==> src/rtl/uart_tx_fifo.sv <==
// UART transmitter fed by a small FIFO: frames are start, LSB-first data, optional parity, stop bit(s).
// txd falls two edges after a write into an empty idle block; writes arriving while full are dropped.
module uart_tx_fifo #(
    parameter int DATA_W       = 8,
    parameter int CLKS_PER_BIT = 10417,
    parameter int PARITY       = 0,
    parameter int STOP_BITS    = 1,
    parameter int FIFO_DEPTH   = 4
) (
    input  logic              clk,
    input  logic              reset,
    input  logic [DATA_W-1:0] data,
    input  logic              transmit,
    output logic              txd,
    output logic              busy,
    output logic              full,
    output logic              empty
);

    localparam int BAUD_W = $clog2(CLKS_PER_BIT);
    localparam int PTR_W  = $clog2(FIFO_DEPTH);
    localparam int CNT_W  = PTR_W + 1;
    localparam int IDX_W  = $clog2(DATA_W);

    localparam logic [BAUD_W-1:0] BAUD_LAST = BAUD_W'(CLKS_PER_BIT - 1);
    localparam logic [IDX_W-1:0]  DATA_LAST = IDX_W'(DATA_W - 1);
    localparam logic [IDX_W-1:0]  STOP_LAST = IDX_W'(STOP_BITS - 1);
    localparam logic [CNT_W-1:0]  FULL_CNT  = CNT_W'(FIFO_DEPTH);
    localparam logic              ODD_PAR   = (PARITY == 1);

    localparam logic [2:0] S_IDLE  = 3'd0;
    localparam logic [2:0] S_START = 3'd1;
    localparam logic [2:0] S_DATA  = 3'd2;
    localparam logic [2:0] S_PAR   = 3'd3;
    localparam logic [2:0] S_STOP  = 3'd4;

    logic [2:0]        state_q, state_d;
    logic [BAUD_W-1:0] baud_q, baud_d;
    logic [IDX_W-1:0]  idx_q, idx_d;
    logic [DATA_W-1:0] shreg_q, shreg_d;
    logic              par_q, par_d;
    logic              txd_q, txd_d;
    logic [DATA_W-1:0] mem_q [FIFO_DEPTH];
    logic [PTR_W-1:0]  wr_ptr_q, rd_ptr_q;
    logic [CNT_W-1:0]  cnt_q;
    logic              push, pop, bit_end;
    logic [DATA_W-1:0] head;

    assign empty   = (cnt_q == '0);
    assign full    = (cnt_q == FULL_CNT);
    assign busy    = (state_q != S_IDLE);
    assign txd     = txd_q;
    assign push    = transmit && !full;
    assign head    = mem_q[rd_ptr_q];
    assign bit_end = (baud_q == BAUD_LAST);

    always_comb begin
        state_d = state_q;
        baud_d  = bit_end ? '0 : baud_q + BAUD_W'(1);
        idx_d   = idx_q;
        shreg_d = shreg_q;
        par_d   = par_q;
        pop     = 1'b0;
        case (state_q)
            S_IDLE: begin
                baud_d = '0;
                idx_d  = '0;
                if (!empty) begin
                    pop     = 1'b1;
                    state_d = S_START;
                end
            end
            S_START: begin
                if (bit_end) begin
                    state_d = S_DATA;
                    idx_d   = '0;
                end
            end
            S_DATA: begin
                if (bit_end) begin
                    shreg_d = shreg_q >> 1;
                    if (idx_q == DATA_LAST) begin
                        idx_d   = '0;
                        state_d = (PARITY != 0) ? S_PAR : S_STOP;
                    end else begin
                        idx_d = idx_q + IDX_W'(1);
                    end
                end
            end
            S_PAR: begin
                if (bit_end) begin
                    state_d = S_STOP;
                    idx_d   = '0;
                end
            end
            S_STOP: begin
                if (bit_end) begin
                    if (idx_q == STOP_LAST) begin
                        idx_d = '0;
                        // Chain straight into the next start bit when more words wait.
                        if (!empty) begin
                            pop     = 1'b1;
                            state_d = S_START;
                        end else begin
                            state_d = S_IDLE;
                        end
                    end else begin
                        idx_d = idx_q + IDX_W'(1);
                    end
                end
            end
            default: state_d = S_IDLE;
        endcase
        if (pop) begin
            shreg_d = head;
            par_d   = (^head) ^ ODD_PAR;
        end
    end

    // Line level follows the current state, so txd lags the FSM by one cycle.
    always_comb begin
        case (state_q)
            S_START: txd_d = 1'b0;
            S_DATA:  txd_d = shreg_q[0];
            S_PAR:   txd_d = par_q;
            default: txd_d = 1'b1;
        endcase
    end

    always_ff @(posedge clk) begin
        if (reset) begin
            state_q  <= S_IDLE;
            baud_q   <= '0;
            idx_q    <= '0;
            shreg_q  <= '0;
            par_q    <= 1'b0;
            txd_q    <= 1'b1;
            wr_ptr_q <= '0;
            rd_ptr_q <= '0;
            cnt_q    <= '0;
        end else begin
            state_q <= state_d;
            baud_q  <= baud_d;
            idx_q   <= idx_d;
            shreg_q <= shreg_d;
            par_q   <= par_d;
            txd_q   <= txd_d;
            if (push) wr_ptr_q <= wr_ptr_q + PTR_W'(1);
            if (pop)  rd_ptr_q <= rd_ptr_q + PTR_W'(1);
            case ({push, pop})
                2'b10:   cnt_q <= cnt_q + CNT_W'(1);
                2'b01:   cnt_q <= cnt_q - CNT_W'(1);
                default: cnt_q <= cnt_q;
            endcase
        end
    end

    always_ff @(posedge clk) begin
        if (!reset && push) mem_q[wr_ptr_q] <= data;
    end

endmodule
==> config.mk <==
export PLATFORM = sky130hd
export DESIGN_NAME = uart_tx_fifo
export DESIGN_NICKNAME = d
export VERILOG_FILES = /design/src/rtl/uart_tx_fifo.sv
export SDC_FILE = /design/constraint.sdc
export NUM_CORES = 1
export LEC_CHECK = 0
export ABC_AREA = 1
export CORE_MARGIN = 2
export CORE_UTILIZATION = 40
export DETAILED_ROUTE_END_ITERATION = 8
export GPL_TIMING_DRIVEN = 0
export PLACE_DENSITY = 0.62
export SLEW_MARGIN = 20
export SYNTH_ARGS = -nofsm -noshare
export SYNTH_HDL_FRONTEND = slang
export SYNTH_SLANG_ARGS = --single-unit
==> constraint.sdc <==
create_clock -name clk -period 3 [get_ports clk]
set_clock_uncertainty 0.05 [all_clocks]
set_input_delay 0.45 -clock clk [delete_from_list [all_inputs] [get_ports clk]]
set_output_delay 0.45 -clock clk [all_outputs]
set_load 0.02 [all_outputs]
**Word-level counts from Yosys, hierarchy flattened**

Memories as Yosys holds them, arrays and structs flattened. A register that Yosys moved wholly into a read port is not among the register bits.
Index checks and enable logic that the tools add are counted.

- Flip-flop bits (word level): 37
- Latch bits: 0
- Bits in writable memories: 32
- Bits in read-only memories: 0
- Output and inout port bits: 4
- Logic and storage cells: 79
- Memories kept: 1

- Add/subtract/negate cells: 6
- $mul: 0
- Div/mod/pow operators: 0
- $lt $le $gt $ge: 0
- Equal/unequal tests: 17
- Shift-type cells: 0
- Multiplexer cells: 28
- Bitwise operators: 0
- Reductions and logical operators: 18

Memory list:

| memory | words | width | rd ports | clocked after memory_dff | write ports | RTL line | text |
|---|---|---|---|---|---|---|---|
| mem_q | 4 | 8 | 1 | 1 | 1 | 43 | `logic [DATA_W-1:0] mem_q [FIFO_DEPTH];` |

Operator list:

| cell | count |
|---|---|
| two-way mux 3 bit | 12 |
| two-way mux 8 bit | 3 |
| one-hot mux 3 bit (5 select lines) | 1 |
| adder 14 x 1 -> 14 bit (second input constant) | 1 |
| == test 14 bit (second input constant) | 1 |
| != test 2 bit (second input constant) | 7 |
| one-hot mux 3 bit (4 select lines) | 1 |
| == test 3 bit (second input constant) | 3 |
| logical NOT 3 bit | 3 |
| XOR reduction 8 bit | 1 |
| AND reduction 7 bit | 1 |
| adder 3 x 1 -> 3 bit (second input constant) | 2 |
| == test 3 x 2 -> 1 bit (second input constant) | 2 |
| two-way mux 1 bit | 6 |
| one-hot mux 3 bit (2 select lines) | 1 |
| nonzero test 2 bit | 3 |
| adder 2 x 1 -> 2 bit (second input constant) | 2 |
| two-way mux 2 bit | 2 |
| AND reduction 4 bit | 1 |
| nonzero test 4 bit | 1 |
| == test 3 x 1 -> 1 bit (second input constant) | 1 |
| one-hot mux 1 bit (3 select lines) | 1 |
| nonzero test 3 bit | 1 |
| OR reduction 3 bit | 1 |
| other kinds (9) | 11 |

**Depth between registers and ports, before layout**

Gate-level depths: netlist (run 1).

- Word-level depth: 7
- Gate-level depth with buffers: 16
- Depth with buffers taken out: 14

**Least setup slack after synthesis (run 1)**

OpenSTA, ideal clock, no wires.

- Path kind: register to register
- Start point: register state_q[0]
- End point: register cnt_q[2]
- Arrival time: 2.200 ns
- Path slack: 0.628 ns
- Stages on the path, launching flop included: 16
- Period minus slack after synthesis: 2.372 ns
- Cells stage by stage: dfxtp_1 nor2_4 inv_2 nor2_4 inv_2 or2_1 buf_6 nand2_4 buf_6 ha_1 inv_1 fa_1 a21oi_1 o21ai_0 o21ai_0 a21oi_1

- Longest elaborated chain between the ends: 4
- Elaborated cells between the ends (all ways): 7
- Classes of those cells: eq/ne (3); mux (2); reduce/logical (2)

Ends and longest elaborated chain:

| element | RTL line | text |
|---|---|---|
| start: declaration | 37 | `logic [2:0] state_q, state_d;` |
| start signal: assignment | 142 | `state_q <= state_d;` |
| == test 3 bit / logical NOT 3 bit (equally long branches) | 64 | `case (state_q)` |
| one-hot mux 1 bit (2 select lines) * | 64 |  |
| == test 2 x 1 -> 1 bit / == test 2 bit (equally long branches) | 150 | `case ({push, pop})` |
| one-hot mux 3 bit (2 select lines) / nonzero test 2 bit (equally long branches) | n/a |  |
| end signal: assignment | 151 | `2'b10: cnt_q <= cnt_q + CNT_W'(1);` |
| end signal: assignment | 152 | `2'b01: cnt_q <= cnt_q - CNT_W'(1);` |
| end signal: assignment | 153 | `default: cnt_q <= cnt_q;` |
| end: declaration | 45 | `logic [CNT_W-1:0] cnt_q;` |

Every way passes the cells marked *; elsewhere a longest branch is shown, timed or not.
A chain may end at the register's enable or synchronous reset.

**Final worst setup path (run 1)**

- Start point: register baud_q[0]
- End point: register cnt_q[2]

- Longest elaborated chain between the ends: 5
- Elaborated cells between the ends (all ways): 7
- Classes of those cells: eq/ne (3); mux (3); reduce/logical (1)

Ends and longest elaborated chain:

| element | RTL line | text |
|---|---|---|
| start: declaration | 38 | `logic [BAUD_W-1:0] baud_q, baud_d;` |
| start signal: assignment | 143 | `baud_q <= baud_d;` |
| == test 14 bit * | 55 | `assign bit_end = (baud_q == BAUD_LAST);` |
| two-way mux 1 bit * | 97 | `if (bit_end) begin` |
| one-hot mux 1 bit (2 select lines) * | 64 |  |
| == test 2 x 1 -> 1 bit / == test 2 bit (equally long branches) | 150 |  |
| one-hot mux 3 bit (2 select lines) / nonzero test 2 bit (equally long branches) | n/a |  |

Marked as above.

==> results of run 1 <==
per-layer routing:
layer / routed length [µm] / share of wire (%) / vias to the layer above
li1: - / - / 1537
met3: 208 / 3.0 / 14
met4: 122 / 1.8 / 0
met2: 3291 / 48 / 35
met5: 0 / 0 / -
met1: 3241 / 47 / 1302
Yosys cell counts (all sizes together):
master  count  area, µm²
buf         8      58.80
nand2     152      580.6
o21bai      1      7.510
nand4      13      81.33
fa          1      20.02
nor3b       2      15.01
xor2        2      17.52
nor2       38      157.7
o21a        2      15.01
o211ai      1      7.510
nand3b      1      7.510
a31oi       1      6.260
nand3      40      200.2
nand2b      1      6.260
nor4        3      18.77
or2         1      6.260
nor3        8      55.05
o21ai      14      70.06
a21oi      23      115.1
dfxtp      39      780.8
ha         10      125.1
a21boi      2      18.77
edfxtp     32      960.9
clkinv      1      3.750
clkbuf      4      15.01
inv        55      206.5
registers in the layout (all words and copies together), names as in the netlist, named ones only:
name	cells
state_q	3
mem_q	32
idx_q	3
wr_ptr_q	2
cnt_q	3
par_q	1
shreg_q	8
rd_ptr_q	2
baud_q	14
txd	1
worst reg2reg max path: cells and delay by family (launching register included):
family,cells,cell delay (ns)
flops,1,0.34
compound gates,4,0.46
fa+ha+maj,3,0.70
buf+inv,3,0.26
simple gates,4,0.66
cell type report:
type                       count  area [µm²]  share of cell area (%)
tap                          108       135.1                   3.335
timing repair buffer          14       140.1                   3.459
sequential                    71        1742                   42.99
buffer                        12       73.82                   1.822
clock buffer                   9       123.9                   3.057
inverter                      56       210.2                   5.188
clock inverter                 7       95.09                   2.347
multi-input combinational    316        1531                   37.80
how the worst max path moves through the flow:
stage                                       start                    end  slack (ns)  depth (start not counted)
after global routing         baud_q[0]$_SDFF_PP0_  cnt_q[2]$_SDFFE_PP0P_        0.11                         14
final                        baud_q[0]$_SDFF_PP0_  cnt_q[2]$_SDFFE_PP0P_        0.43                         14
after detailed placement     baud_q[0]$_SDFF_PP0_  cnt_q[2]$_SDFFE_PP0P_        0.40                         14
after global placement       baud_q[0]$_SDFF_PP0_  cnt_q[2]$_SDFFE_PP0P_        0.45                         14
after floorplan           state_q[0]$_SDFFE_PP0P_  cnt_q[2]$_SDFFE_PP0P_        0.63                         15
after CTS                    baud_q[0]$_SDFF_PP0_  cnt_q[2]$_SDFFE_PP0P_        0.40                         14
metrics by stage:
stage,cell area (µm²),utilization [%],cells
3_5_place_dp,3832,44.16,577
5_1_grt,4051,46.68,593
2_1_floorplan,3557,-,455
4_1_cts,4051,46.68,593
3_3_place_gp,3832,44.16,577
6_report,4051,46.68,593
kinds of logic (layout without fill, tap and decap cells):
group	after synthesis	after routing	share of synthesized area, %
buf+inv	68	98	7.984
fa+ha+maj	11	11	4.080
compound gates	44	44	6.753
simple gates	259	259	31.73
flops	71	71	48.96
xor+xnor	2	2	0.4925
power breakdown:
part	switching [µW]	internal [µW]
sequential	101	1160
clock	388	470
combinational	875	537
==> run metrics, run 1 <==
run status finished clean; WL final 6864 µm; Final min period 2.575 ns; period utilization 85.82%; # rows 34; post-CTS sizing 0; initial core utilization 40.99%; sequential share of the synthesized area 48.96%; Hold Crit Depth 1; vias in the first global route 2870; Mapped Nets 477; GR Layer Usage met1 17.94%; CTS max path bufs 2; r2r worst-path depth 14; Slew Viols, Final 0; R2R Path Start baud_q[0]$_SDFF_PP0_; CP startpoint kind register; DR vias/cell 4.870; syn_area_per_cell roughly 8 µm²; gr busiest metal met2; diode count 0; CTS H-tree depth 3; Synth cell types 34; detailed placer's ending HPWL 5034 µm; total CTS buffers 9; global-route wire length before repair 12480 µm; height of the die 98.30 µm; critical path's top delay family adder cells; GR met3 Demand/Resource 4.438%; FF-to-FF End cnt_q[2]$_SDFFE_PP0P_; Vias 2888; Residual DRC 0; critical path capture point type register; Tot GR Track Use 15.91%; fmax about 400 MHz; r2r setup slk about 0.43 ns; initial antenna violation count 0; Nets 502; Power Density 872.4 mW/mm²; CTS tree done; Data arrival, critical path 2.77 ns; hold slack 0.4154 ns; Max-slew headroom 41.53%; largest net degree at the start of global routing 14; Yosys Warn Count 0; setup violators final 0; crit-path cells inv_1 > ha_1 > nand3b_1 > nor3_2 > nand2_2 > nand2_4 > buf_6 > ha_1 > inv_1 > fa_1 > a21oi_1 > o21ai_0 > o21ai_0 > a21oi_1; # hold bufs at CTS 0; core area 0.008678 mm²; Largest stage delay, worst path 0.38 ns; commonest non-fill, non-tap cell in the layout nand2_1; Peak VDD IR 0.0003778 V; worst hold path startpoint baud_q[0]$_SDFF_PP0_; RD Place Congestion 0.7872; FILL cells 878; Post-Syn Area between 0.003 and 0.004 mm²; Worst-path clk slew 0.08 ns; GRT Residual Overflow 0; CP max-delay cell fa_1; root buffer cell clkbuf_8; HP Class register to register; fraction of layout cells with a size suffix above 1 7.423%; FF+latch count, synth 71; Worst-Margin Slew 0.8738 ns; post-route ant nets 0; max-cap violations 0; drt pass-1 iters 4; Wirelength per Cell roughly 12 µm; dpl ws 0.4029 ns; Syn Inst Count 455; WHS Endpoint baud_q[0]$_SDFF_PP0_; PnR worst setup slack 0.4253 ns; Crit path buffers/inverters 3; critical setup path kind register to register; global-route met2 utilization 28.26%; Worst-Skew Late Latency roughly 0.36 ns; Buffers on Ports 14; Critical Path RT 3.20 ns; Die ar. 0.009663 mm²; Die W ~98 µm; Detailed Route Iter0 Violations 70; Post-CTS Setup Bufs 0; TNS Setup 0 ns; final hold violation count 0; most frequent cells in the layout nand2_1 (150), inv_1 (50), nand3_1 (40); P_leak roughly 0.0017 µW; unrepaired setup endpoints after global routing no; Crit Path Max Fanout 10; Final Total Pwr 3534 µW; boundary pin count 15; clock sinks 71; Area Overhead vs Synth 13.89%
No activity file was read; power rests on OpenSTA's default activity.
==> run 2, diff against run 1 <==
Settings changed: CORE_MARGIN 2 to default.
==> run 2 against run 1 <==
  * Critical path depth did not move
  * Count of clock-buffer cells in the layout rose by 1
  * Register-to-register slack barely moved
  * Cell count did not move
  * Maximum frequency rose by 0.21%
  * Sequential cell count did not move
  * Global-route usage rose by 0.88 points
  * Sequential share of layout area fell by 0.20 points
==> run metrics, run 2 (synthesis results as in run 1) <==
core area 0.008678 mm² (unchanged); Residual DRC 0 (unchanged); initial core utilization 40.99% (unchanged); GRT Residual Overflow 0 (unchanged); Biggest register mem_q; Wirelength per Cell 11.50 µm (-0.67%); DR vias/cell 4.863 (-0.14%); setup violators final 0 (unchanged); # hold bufs at CTS 0 (unchanged); Power Density 885.1 mW/mm² (+1.5%); total CTS buffers 9 (unchanged); largest net degree at the start of global routing 14 (unchanged); Area Overhead vs Synth 14.42%; CP max-delay cell fa_1; crit-path cells inv_1 > ha_1 > nand3b_1 > nor3_2 > nand2_2 > nand2_4 > buf_6 > ha_1 > inv_1 > fa_1 > a21oi_1 > o21ai_0 > o21ai_0 > a21oi_1; critical path capture point type register; unrepaired setup endpoints after global routing no; detailed placer's ending HPWL 4978 µm (-1.1%); P_leak 0.001728 µW (+0.27%); Tot GR Track Use 16.79% (+0.88 points); DP Cell Count 577 (unchanged); CP startpoint kind register; # rows 34 (unchanged); diode count 0 (unchanged); CTS max path bufs 2 (unchanged); FILL cells 877 (-0.11%); Cell Area, Placed 0.003832 mm² (unchanged); WL final 6818 µm (-0.67%); Vias 2884 (-0.14%); Max-slew headroom 43.18% (+1.7 points); Final min period 2.569 ns (-0.005493 ns); most frequent cells in the layout nand2_1 (150), inv_1 (50), nand3_1 (40); max-cap violations 0 (unchanged); drt pass-1 iters 4 (unchanged); post-CTS sizing 0 (unchanged); boundary pin count 15 (unchanged); Slew Viols, Final 0 (unchanged); Die ar. 0.009274 mm² (-4.0%); TNS Setup 0 ns (unchanged); fraction of layout cells with a size suffix above 1 7.423% (unchanged); Largest register FFs 32 (unchanged); global-route wire length before repair 11640 µm (-6.7%); fmax 389.2 MHz (+0.21%); run status finished clean; period utilization 85.64% (-0.18 points); critical setup path kind register to register; height of the die 96.30 µm (-2.0%); Reg area 0.001742 mm² (unchanged); Design Area, Final 0.004070 mm² (+0.46%); commonest non-fill, non-tap cell in the layout nand2_1; Worst-path clk slew 0.08 ns (about the same); final hold violation count 0 (unchanged); root buffer cell clkbuf_8; RD Place Congestion 0.8666 (+10%); vias in the first global route 2654 (-7.5%); Crit Path Max Fanout 10 (unchanged); Largest regs mem_q (32), baud_q (14), shreg_q (8); final non-filler cell total 593 (unchanged); CTS H-tree depth 3 (unchanged); CTS tree done; Buffers on Ports 14 (unchanged); Detailed Route Iter0 Violations 103 (+47%); Worst-Margin Slew 0.8491 ns (-0.02472 ns); clock sinks 71 (unchanged); Critical Path RT 3.19 ns (about the same); Data arrival, critical path 2.76 ns (about the same); HP Class register to register; Worst-Skew Late Latency 0.35 ns (about the same); Die W 96.30 µm (-2.0%); Largest stage delay, worst path 0.38 ns (about the same); initial antenna violation count 0 (unchanged); Peak VDD IR 0.0003705 V (-1.9%); Nets 502 (unchanged); area occupied by multi-input gates 0.001531 mm² (unchanged); post-route ant nets 0 (unchanged); Post-CTS Setup Bufs 0 (unchanged)
==> run 2: cell count changes in the layout (fill, tap and decap cells not counted) <==
| cell | before | now |
|---|---|---|
| inv_6 | 2 | 0 |
| clkinv_1 | 2 | 1 |
| clkinvlp_4 | 0 | 2 |
| clkinv_4 | 1 | 0 |
| clkinvlp_2 | 1 | 0 |
| clkinv_2 | 0 | 1 |
| clkbuf_1 | 4 | 5 |
| bufinv_16 | 2 | 3 |
==> run 2: stage by stage <==
stage | power [µW] | worst slack, ns | hold slack, ns | utilization, %
3_5_place_dp | 2708 | 0.4002 | 0.4211 | 44.16
4_1_cts | 3632 | 0.3939 | 0.4329 | 46.90
5_1_grt | 3926 | 0.1811 | 0.4529 | 46.90
6_report | 3602 | 0.4308 | 0.4264 | 46.90
2_1_floorplan | 2381 | 0.6279 | 0.3797 | -
3_3_place_gp | 2669 | 0.4487 | 0.3959 | 44.16
==> run 2: cell type report <==
type / instances / share of cell area [%]
plain buffers: 12 / 1.814
clock buffers: 10 / 3.136
clock inverters: 6 / 2.705
inverters: 56 / 5.164
multi-input cells: 316 / 37.63
flip-flops and latches: 71 / 42.79
well taps: 108 / 3.320
repair buffers: 14 / 3.443
==> run 2: final timing paths <==
kind	startpoint	slack (ns)	cells after the start	endpoint
hold / removal	baud_q[0]$_SDFF_PP0_	0.43	1	baud_q[0]$_SDFF_PP0_
hold reg to reg	baud_q[0]$_SDFF_PP0_	0.43	1	baud_q[0]$_SDFF_PP0_
setup reg to reg	baud_q[0]$_SDFF_PP0_	0.43	14	cnt_q[2]$_SDFFE_PP0P_
setup / recovery	baud_q[0]$_SDFF_PP0_	0.43	14	cnt_q[2]$_SDFFE_PP0P_
==> run 2: critical path: cells and delay by family, from the launching register on <==
| family | cells | cell delay, ns |
|---|---|---|
| adders and majority gates | 3 | 0.69 |
| AOI/OAI and AO/OA | 4 | 0.46 |
| buffers and inverters | 3 | 0.25 |
| and+or+nand+nor | 4 | 0.66 |
| DFF | 1 | 0.34 |
==> run 2: per-layer routing <==
metal	GRT usage, %	share of wire, %	vias up	wire [µm]
met1	19.85	47	1292	3183
met5	0	0	-	0
met3	5.371	3.7	12	249
met2	27.78	48	53	3264
met4	7.598	1.8	0	121
li1	-	-	1527	-
==> run 2: where the power goes <==
group / switching [µW] / internal [µW] / leakage (µW)
combinational: 880 / 537 / 0.00101
clock: 368 / 551 / 0.000112
sequential: 104 / 1160 / 0.000609
==> run 3, diff against run 2 <==
Settings changed: PLACE_DENSITY 0.62 to 0.65.
Clock period 3 ns to 2.36 ns, I/O delays scaled along.
==> run 3 against run 2 <==
  * Global-route usage is 0.32 points higher
  * Critical path depth is 1 lower
  * Non-clock buffer count is 6 higher
  * Via count is 1.5% higher
  * Core utilization is 0.78 points higher
==> run metrics, run 3 (synthesis results as in run 1) <==
run status finished clean; Worst-Skew Late Latency 0.34 ns (about the same); detailed placer's ending HPWL 5048 µm (+1.4%); CP startpoint kind register; hold slack 0.3947 ns (-0.03168 ns); Final min period 2.245 ns (-0.3237 ns); boundary pin count 15 (unchanged); r2r worst-path depth 13 (-1); Detailed Route Iter0 Violations 105 (+1.9%); post-route ant nets 0 (unchanged); largest net degree at the start of global routing 13 (-1); CTS tree done; Biggest register mem_q; Nets 508 (+1.2%); GR met3 Demand/Resource 4.739% (-0.63 points); Worst-Margin Slew 0.8865 ns (+0.03739 ns); Critical Path RT 2.55 ns (-0.64 ns); initial core utilization 40.99% (unchanged); Reg area 0.001750 mm² (+0.50%); unrepaired setup endpoints after global routing yes; gr busiest metal met2; core area 0.008678 mm² (unchanged); RD Place Congestion 0.8945 (+3.2%); Largest register FFs 32 (unchanged); final hold violation count 0 (unchanged); FILL cells 857 (-2.3%); FF-to-FF End cnt_q[2]$_SDFFE_PP0P_; Vias 2928 (+1.5%); crit-path cells inv_2 > ha_4 > nand3b_1 > nor3_4 > nand2_2 > nand2_4 > ha_4 > inv_4 > fa_2 > a21oi_2 > o21ai_2 > o21ai_1 > a21oi_1; height of the die 96.30 µm (unchanged); Buffers on Ports 14 (unchanged); WHS Endpoint baud_q[0]$_SDFF_PP0_; CTS max path bufs 2 (unchanged); vias in the first global route 2717 (+2.4%); diode count 0 (unchanged); fmax 445.3 MHz (+14%); clock sinks 71 (unchanged); fraction of layout cells with a size suffix above 1 11.61% (+4.2 points); Largest stage delay, worst path 0.37 ns (about the same); Hold Crit Depth 1 (unchanged); # hold bufs at CTS 0 (unchanged); Die ar. 0.009274 mm² (unchanged); r2r setup slk 0.11 ns (-0.32 ns); max-cap violations 0 (unchanged); Max-slew headroom 40.68% (-2.5 points); most frequent cells in the layout nand2_1 (150), inv_1 (47), nand3_1 (40); setup violators final 0 (unchanged); CTS H-tree depth 3 (unchanged); Wirelength per Cell 12.01 µm (+4.4%); # rows 34 (unchanged); WL final 7193 µm (+5.5%); DR vias/cell 4.888 (+0.51%); root buffer cell clkbuf_8; Slew Viols, Final 0 (unchanged); TNS Setup 0 ns (unchanged); worst hold path startpoint baud_q[0]$_SDFF_PP0_; global-route wire length before repair 12010 µm (+3.1%); HP Class register to register; Crit Path Max Fanout 4 (-6); Data arrival, critical path 2.43 ns (-0.33 ns); Residual DRC 0 (unchanged); Worst-path clk slew 0.08 ns (about the same); critical path capture point type register; critical setup path kind register to register; global-route met2 utilization 29.61% (+1.8 points); CP max-delay cell fa_2; initial antenna violation count 0 (unchanged); Power Density 1114 mW/mm² (+26%); Die W 96.30 µm (unchanged); R2R Path Start baud_q[0]$_SDFF_PP0_; drt pass-1 iters 5 (+1); GRT Residual Overflow 0 (unchanged); commonest non-fill, non-tap cell in the layout nand2_1; Tot GR Track Use 17.11% (+0.32 points); GR Layer Usage met1 19.99% (+0.14 points); crit-path most repeated cell ha_4; P_leak 0.001758 µW (+1.7%); total CTS buffers 9 (unchanged); Peak VDD IR 0.0004124 V (+11%); Area Overhead vs Synth 16.32%; period utilization 95.15% (+9.5 points); area occupied by multi-input gates 0.001573 mm² (+2.7%); Largest regs mem_q (32), baud_q (14), shreg_q (8)
## run 3: power breakdown
group	internal, µW	switching (µW)
registers	1480	132
clock network	588	470
logic	758	1180
total	2830	1780
## run 3: metal layers
metal  vias up  routed length [µm]
met4         0                  63
met2        37                3596
met3         4                 222
li1       1541                   -
met5         -                   0
met1      1346                3311
## run 3: area by class of cell
class / instances / share of cell area [%]
buffer: 11 / 1.512
clock buffer: 9 / 2.994
clock inverter: 7 / 2.117
inverter: 56 / 5.141
multi-input combinational: 316 / 38.01
sequential: 71 / 42.30
tap: 108 / 3.266
timing repair buffer: 21 / 4.657
## run 3: what timing repair did
item / CTS / global route
resized for setup: 7 / 13
pin swaps: 4 / 7
setup buffers: 2 / 5
setup endpoints to repair: 2 / 1
## run 3: how the worst max path moves through the flow
stage / start / end / slack, ns / cells after the start
finish: baud_q[0]$_SDFF_PP0_ / cnt_q[2]$_SDFFE_PP0P_ / 0.11 / 13
global route: baud_q[0]$_SDFF_PP0_ / cnt_q[2]$_SDFFE_PP0P_ / -0.06 / 13
CTS: baud_q[0]$_SDFF_PP0_ / cnt_q[2]$_SDFFE_PP0P_ / 0.02 / 13
detailed placement: baud_q[0]$_SDFF_PP0_ / cnt_q[2]$_SDFFE_PP0P_ / -0.26 / 14
global placement: baud_q[0]$_SDFF_PP0_ / cnt_q[2]$_SDFFE_PP0P_ / -0.21 / 14
floorplan: state_q[1]$_SDFFE_PP0P_ / cnt_q[2]$_SDFFE_PP0P_ / 0.008 / 15
## run 3: per-stage QoR
stage / setup WS, ns / instance area, µm² / power, µW / instances / utilization [%]
after floorplan: 0.008252 / 3557 / 3028 / 455 / -
after global placement: -0.2079 / 3832 / 3398 / 577 / 44.16
after detailed placement: -0.2580 / 3832 / 3443 / 577 / 44.16
after CTS: 0.01510 / 4058 / 4510 / 594 / 46.76
after global routing: -0.05685 / 4138 / 5024 / 599 / 47.68
final: 0.1145 / 4138 / 4610 / 599 / 47.68
## run 3: critical path, delay by kind of cell, from the launching register on
| kind | cells | cell delay [ns] |
|---|---|---|
| adders and majority gates | 3 | 0.63 |
| and+or+nand+nor | 4 | 0.63 |
| buffers and inverters | 2 | 0.10 |
| AOI/OAI and AO/OA | 4 | 0.37 |
| DFF | 1 | 0.34 |
